$ cat src/rtl/os_pkg.sv
// Shared defaults and FSM state encodings for the overlap-save ping-pong output buffer.
package os_pkg;

  localparam int unsigned NFFT_DEFAULT = 32;
  localparam int unsigned W_DEFAULT    = 16;
  localparam int unsigned NBLK_DEFAULT = NFFT_DEFAULT / 2;

  typedef enum logic [1:0] {
    W_IDLE,
    W_FILL,
    W_DROP
  } wr_state_t;

  typedef enum logic [1:0] {
    R_IDLE,
    R_FETCH,
    R_STREAM
  } rd_state_t;

endpackage

$ cat src/rtl/os_pp_ram.sv
// Two-bank sample store: one write port, one read port with registered read data.
module os_pp_ram #(
  parameter int unsigned AW = 5,
  parameter int unsigned DW = 32
) (
  input  logic          i_clk,
  input  logic          i_rst,
  input  logic          i_we,
  input  logic [AW-1:0] i_waddr,
  input  logic [DW-1:0] i_wdata,
  input  logic          i_re,
  input  logic [AW-1:0] i_raddr,
  output logic [DW-1:0] o_rdata
);

  localparam int unsigned DEPTH = 1 << AW;

  logic [DW-1:0] mem [DEPTH];

  always_ff @(posedge i_clk) begin
    if (i_we) begin
      mem[i_waddr] <= i_wdata;
    end
  end

  // Read register only advances on i_re so the presented word holds during stalls.
  always_ff @(posedge i_clk) begin
    if (i_rst) begin
      o_rdata <= '0;
    end else if (i_re) begin
      o_rdata <= mem[i_raddr];
    end
  end

endmodule

$ cat src/rtl/os_pingpong_buffer.sv
// Ping-pong buffer between the discard-half stage and a valid/ready consumer;
// whole blocks are written into one bank while the other bank streams out.
module os_pingpong_buffer
  import os_pkg::*;
#(
  parameter int unsigned NFFT = NFFT_DEFAULT,
  parameter int unsigned W    = W_DEFAULT
) (
  input  logic                i_clk,
  input  logic                i_rst,
  input  logic                i_valid,
  input  logic signed [W-1:0] i_y_re,
  input  logic signed [W-1:0] i_y_im,
  input  logic                i_first,
  input  logic                i_last,
  input  logic                i_ready,
  output logic                o_valid,
  output logic signed [W-1:0] o_y_re,
  output logic signed [W-1:0] o_y_im,
  output logic                o_last,
  output logic                o_overflow,
  output logic                o_frame_err
);

  localparam int unsigned    NBLK     = NFFT / 2;
  localparam int unsigned    IW       = $clog2(NBLK);
  localparam logic [IW-1:0]  LAST_IDX = IW'(NBLK - 1);

  wr_state_t       wr_state;
  rd_state_t       rd_state;
  logic [1:0]      full;
  logic            wr_bank;
  logic            rd_bank;
  logic [IW-1:0]   wr_idx;
  logic [IW-1:0]   rd_idx;

  logic            ram_we;
  logic [IW-1:0]   ram_widx;
  logic            ram_re;
  logic [IW-1:0]   ram_ridx;
  logic [2*W-1:0]  ram_rdata;
  logic            wr_done;
  logic            xfer;
  logic            rd_release;

  os_pp_ram #(
    .AW(IW + 1),
    .DW(2 * W)
  ) u_ram (
    .i_clk  (i_clk),
    .i_rst  (i_rst),
    .i_we   (ram_we),
    .i_waddr({wr_bank, ram_widx}),
    .i_wdata({i_y_re, i_y_im}),
    .i_re   (ram_re),
    .i_raddr({rd_bank, ram_ridx}),
    .o_rdata(ram_rdata)
  );

  assign o_y_re = ram_rdata[2*W-1:W];
  assign o_y_im = ram_rdata[W-1:0];

  always_comb begin
    ram_we   = 1'b0;
    ram_widx = wr_idx;
    wr_done  = 1'b0;
    if (i_valid) begin
      unique case (wr_state)
        W_IDLE: begin
          if (i_first && !full[wr_bank]) begin
            ram_we   = 1'b1;
            ram_widx = '0;
          end
        end
        W_FILL: begin
          ram_we   = 1'b1;
          ram_widx = i_first ? '0 : wr_idx;
          wr_done  = !i_first && i_last && (wr_idx == LAST_IDX);
        end
        default: ;
      endcase
    end
  end

  always_ff @(posedge i_clk) begin
    if (i_rst) begin
      wr_state    <= W_IDLE;
      wr_bank     <= 1'b0;
      wr_idx      <= '0;
      o_overflow  <= 1'b0;
      o_frame_err <= 1'b0;
    end else begin
      o_overflow  <= 1'b0;
      o_frame_err <= 1'b0;
      if (i_valid) begin
        unique case (wr_state)
          W_IDLE: begin
            if (!i_first) begin
              o_frame_err <= 1'b1;
            end else if (full[wr_bank]) begin
              o_overflow <= 1'b1;
              if (!i_last) wr_state <= W_DROP;
            end else if (i_last) begin
              o_frame_err <= 1'b1;
            end else begin
              wr_idx   <= IW'(1);
              wr_state <= W_FILL;
            end
          end
          W_FILL: begin
            if (i_first) begin
              o_frame_err <= 1'b1;
              wr_idx      <= IW'(1);
            end else if (i_last) begin
              wr_idx   <= '0;
              wr_state <= W_IDLE;
              if (wr_idx == LAST_IDX) begin
                wr_bank <= ~wr_bank;
              end else begin
                o_frame_err <= 1'b1;
              end
            end else begin
              wr_idx <= wr_idx + IW'(1);
            end
          end
          W_DROP: begin
            if (i_last) wr_state <= W_IDLE;
          end
          default: wr_state <= W_IDLE;
        endcase
      end
    end
  end

  assign xfer       = o_valid && i_ready;
  assign rd_release = xfer && o_last;

  // Next word is fetched on the accepting edge so the stream runs one beat per cycle.
  always_comb begin
    ram_re   = 1'b0;
    ram_ridx = rd_idx;
    unique case (rd_state)
      R_IDLE: begin
        if (full[rd_bank]) begin
          ram_re   = 1'b1;
          ram_ridx = '0;
        end
      end
      R_FETCH, R_STREAM: begin
        ram_re = xfer && !o_last;
      end
      default: ;
    endcase
  end

  always_ff @(posedge i_clk) begin
    if (i_rst) begin
      rd_state <= R_IDLE;
      rd_bank  <= 1'b0;
      rd_idx   <= '0;
      o_valid  <= 1'b0;
      o_last   <= 1'b0;
    end else begin
      unique case (rd_state)
        R_IDLE: begin
          if (full[rd_bank]) begin
            rd_idx   <= IW'(1);
            o_valid  <= 1'b1;
            o_last   <= 1'b0;
            rd_state <= R_FETCH;
          end
        end
        R_FETCH, R_STREAM: begin
          if (xfer) begin
            if (o_last) begin
              o_valid  <= 1'b0;
              o_last   <= 1'b0;
              rd_idx   <= '0;
              rd_bank  <= ~rd_bank;
              rd_state <= R_IDLE;
            end else begin
              rd_idx   <= rd_idx + IW'(1);
              o_last   <= (rd_idx == LAST_IDX);
              rd_state <= R_STREAM;
            end
          end
        end
        default: rd_state <= R_IDLE;
      endcase
    end
  end

  // A bank is only ever completed while empty, so set and clear never target the same bank.
  always_ff @(posedge i_clk) begin
    if (i_rst) begin
      full <= '0;
    end else begin
      if (rd_release) full[rd_bank] <= 1'b0;
      if (wr_done)    full[wr_bank] <= 1'b1;
    end
  end

endmodule

$ cat config.mk
export PLATFORM = sky130hd
export DESIGN_NAME = os_pingpong_buffer
export DESIGN_NICKNAME = d
export VERILOG_FILES = /design/src/rtl/os_pkg.sv /design/src/rtl/os_pp_ram.sv /design/src/rtl/os_pingpong_buffer.sv
export SDC_FILE = /design/constraint.sdc
export NUM_CORES = 1
export LEC_CHECK = 0
export ABC_AREA = 1
export BUFFER_PORTS_ARGS = -buffer_cell sky130_fd_sc_hd__buf_2
export CELL_PAD_IN_SITES_DETAIL_PLACEMENT = 2
export CELL_PAD_IN_SITES_GLOBAL_PLACEMENT = 2
export CORE_ASPECT_RATIO = 1.25
export CORE_MARGIN = 5
export CORE_UTILIZATION = 41
export CTS_BUF_LIST = sky130_fd_sc_hd__clkbuf_2 sky130_fd_sc_hd__clkbuf_4 sky130_fd_sc_hd__clkbuf_8
export CTS_CLUSTER_DIAMETER = 200
export DETAILED_ROUTE_END_ITERATION = 16
export GPL_TIMING_DRIVEN = 0
export PLACE_DENSITY = 0.76
export SLEW_MARGIN = 30
export SYNTH_ARGS = -nofsm -noshare
export SYNTH_HDL_FRONTEND = slang
export SYNTH_SLANG_ARGS = --single-unit
$ cat constraint.sdc
create_clock -name i_clk -period 3.45 [get_ports i_clk]
set_clock_uncertainty 0.1 [all_clocks]
set_input_delay 0.1725 -clock i_clk [delete_from_list [all_inputs] [get_ports i_clk]]
set_output_delay 0.1725 -clock i_clk [all_outputs]
set_load 0.005 [all_outputs]
==> run_results.csv <==
group,metric,value,unit
status,status,"complete, but fails checks",
status,failed_checks,"setup timing",
final_layout,drive_gt1_share,19.2,%
floorplan,row_count,138,
grt,track_usage,33.6,%
detailed_routing,firstDrtPassIters,6,
critical_path,worstPathArrival,4.34,ns
clocking,cts-root-buf,"clkbuf_8",
pwr,p_clk_share,35.9,%
grt,overflow,0,
sta,rsz0062_at_grt,"yes",
floorplan,die_y,386,um
final_layout,num-nets-final,4533,
synthesis,ys_seq_area_share,68.6,%
clocking,cts_tree,"built",
pwr,p_int,21.6,mW
final_layout,area_growth,18.7,%
critical_path,worstSetupEndpointType,"register",
placement,gp_congestion,0.840,
pwr,pwr_density_cell,583,nW/um^2
pwr,ir_drop,0.423,mV
synthesis,yosys-top-cells-count,"edfxtp_1 (1024), nand3_1 (942), inv_1 (514), nand2_1 (514), or2_2 (224)",
final_layout,post-route-util,48.8,%
pwr,combinationalPowerShare,19.1,%
synthesis,synth.top_cell.area_share,66.3,%
pwr,switchingPower,10.5,mW
placement,dpl_cell_area,50600,sq um
job,cap_violations,0,
detailed_routing,drtIter0Drc,3895,
sta,fin_ws,-0.219,ns
detailed_routing,finalWirelength,211000,um
critical_path,critPathKind,"reg2reg",
placement,numPortBuffers,73,
floorplan,die_x,311,um
synthesis,async_flop_share,0,%
detailed_routing,vias,37500,
detailed_routing,via_per_inst,6.15,
pwr,power,32.1,mW
floorplan,ios,74,
clocking,clkTransAtPathRegs,0.09,ns
detailed_routing,wl_per_cell,34.6,um
worst_hold_path,hold_path_depth,5,
clocking,clock-sinks,1076,
synthesis,syn_avg_cell_area,11.4,sq um
floorplan,coreArea,113000,sq um
final_layout,design_area,55000,sq um
sta,worst_pin_slew,1.22,ns
grt,antenna_found_initial,14,
critical_path,cp.required,4.12,ns
synthesis,synth_enable_flop_cells,1024,
grt,grt_max_degree,33,
synthesis,yosys_warnings,0,
sta,relSlewSlack,18.8,%
synthesis,syn_area,46400,sq um
clocking,numCtsBuffers,173,
sta,finalSetupViolations,136,
synthesis,ys_types,32,
floorplan,start_util,41.1,%
detailed_routing,drc,0,
sta,fin_crit,3.67,ns
synthesis,synth_nets,4121,
synthesis,synthTopCellsByArea,"edfxtp_1 (66%), nand3_1 (10%), inv_1 (4.2%), nand2_1 (4.2%), or2_2 (3.0%)",
sta,fin_crit_sh,106,%
synthesis,synth_cells,4076,
synthesis,synth_top_cell_by_area,"edfxtp_1",
floorplan,die-area,120000,sq um
pwr,seqPwrFrac,45.0,%
worst_hold_path,hold_class,"in2reg",
critical_path,crit_fanout,10,
sta,slew_viol_final,0,
synthesis,yosys.cell_count.top_type,"edfxtp_1",
sta,hold_viol_final,0,
sta,fmax,0.273,GHz
clocking,clockBufferDepth,3,
placement,place_hpwl,136000,um
pwr,leakage,21.3,nW
clocking,clk_latency,0.93,ns
grt,grt_pass1_vias,40900,
synthesis,synth-main-ff-cell,"edfxtp_1",
final_layout,fillers,11100,
clocking,h-tree-depth,4,
pwr,p_sw_share,32.7,%
sta,tns,-4.01,ns
critical_path,critPathLaunchType,"register",
placement,dp_slack,-0.786,ns
synthesis,synth-seq-cells,1076,
detailed_routing,ant_nets,0,
grt,grt_pass1_wl,290000,um
critical_path,r2r_cells,11,
==> sequential cells by signal (all words and copies together) (netlist names), 2 cells and up <==
register	count
u_ram.mem	1024
u_ram.o_rdata	32
rd_idx	4
wr_idx	4
full	2
rd_state	2
wr_state	2
==> power groups by stage <==
stage          Clock, mW  Combinational [mW]  Sequential [mW]
6_report            11.5                6.14             14.4
5_1_grt             12.2                6.41             14.4
4_1_cts             11.3                5.87             14.4
3_5_place_dp           0                5.75             14.7
3_3_place_gp           0                5.38             14.7
2_1_floorplan          0                3.12             14.7
==> through the flow <==
stage	hold WS, ns	cells
after floorplan	0.171	4076
after global placement	0.350	5619
after detailed placement	0.386	5685
after CTS	0.175	6069
after global routing	0.281	6098
final	0.295	6103
==> cells in the final DEF (no fill, tap or decap), types with 6 or more instances in the layout <==
master,n
buf_1,19
or2_2,224
a21oi_1,45
clkbuf_4,64
nor2_1,77
nor3_1,6
dlygate4sd3_1,43
clkbuf_2,30
o2111ai_1,128
nand3_1,938
buf_4,56
clkbuf_8,181
clkinv_1,38
nand2_1,510
clkbuf_1,118
buf_16,59
ha_1,7
diode_2,7
buf_12,14
clkinv_2,23
nand3b_1,128
inv_8,8
o21ai_1,6
inv_1,514
edfxtp_1,1024
o21ai_0,72
buf_2,169
dfxtp_1,51
nor2_4,33
==> worst max-delay path, stage by stage (launching register included) <==
cell	delay (ns)
dfxtp_1	0.36
buf_4	0.25
buf_2	0.34
buf_2	0.49
clkbuf_1	0.66
nand3_1	0.30
nand3_1	0.20
nand3_1	0.11
nand3_1	0.18
nand3_1	0.16
nand2_1	0.20
a21oi_1	0.11
==> per-layer routing <==
metal	vias up	share of wire [%]	global-route usage, %
met5	-	0.010	0
met4	4	8.4	22.9
met3	826	8.1	6.99
met2	2287	49	59.1
met1	19300	34	36.6
li1	15100	-	-
==> layout make-up <==
type                    count  area (sq um)  area share [%]
diodes                      7          17.5          0.0318
plain buffers             281          1280            2.33
clock buffers             236          2900            5.28
clock inverters            77           467           0.848
inverters                 517          1940            3.53
multi-input cells        2200         11700            21.3
flip-flops and latches   1076         31800            57.8
well taps                1470          1840            3.34
repair buffers            239          3090            5.62
==> path summary, 6_finish.rpt <==
kind | from | end | slack, ns
max | rd_idx[0] | u_ram.o_rdata[1] | -0.22
min | i_first | wr_state[0] | 0.29
max reg2reg | rd_idx[0] | u_ram.o_rdata[1] | -0.22
min reg2reg | u_ram.o_rdata[13] | u_ram.o_rdata[13] | 0.46
==> repair_timing <==
| action | CTS | global route |
|---|---|---|
| gates resized for setup | 8 | 56 |
| pin swaps | 15 | 15 |
| endpoints found under the setup margin | 866 | 683 |
| buffers inserted | 29 | 28 |
| hold endpoints to repair | 1049 | 0 |
| hold buffers | 43 | 0 |
==> cells by family (layout without fill, tap and decap cells) <==
group	Yosys count	in the layout	share of synthesized area, %
and+or+nand+nor	1934	1934	20.6
adders and majority gates	7	7	0.189
xor gates and xnor gates	2	2	0.0378
other	0	7	0
buffers and inverters	800	1350	6.82
DFF	1076	1076	68.6
AOI/OAI and AO/OA	257	257	3.84
Power figures use the tool's default switching activity.
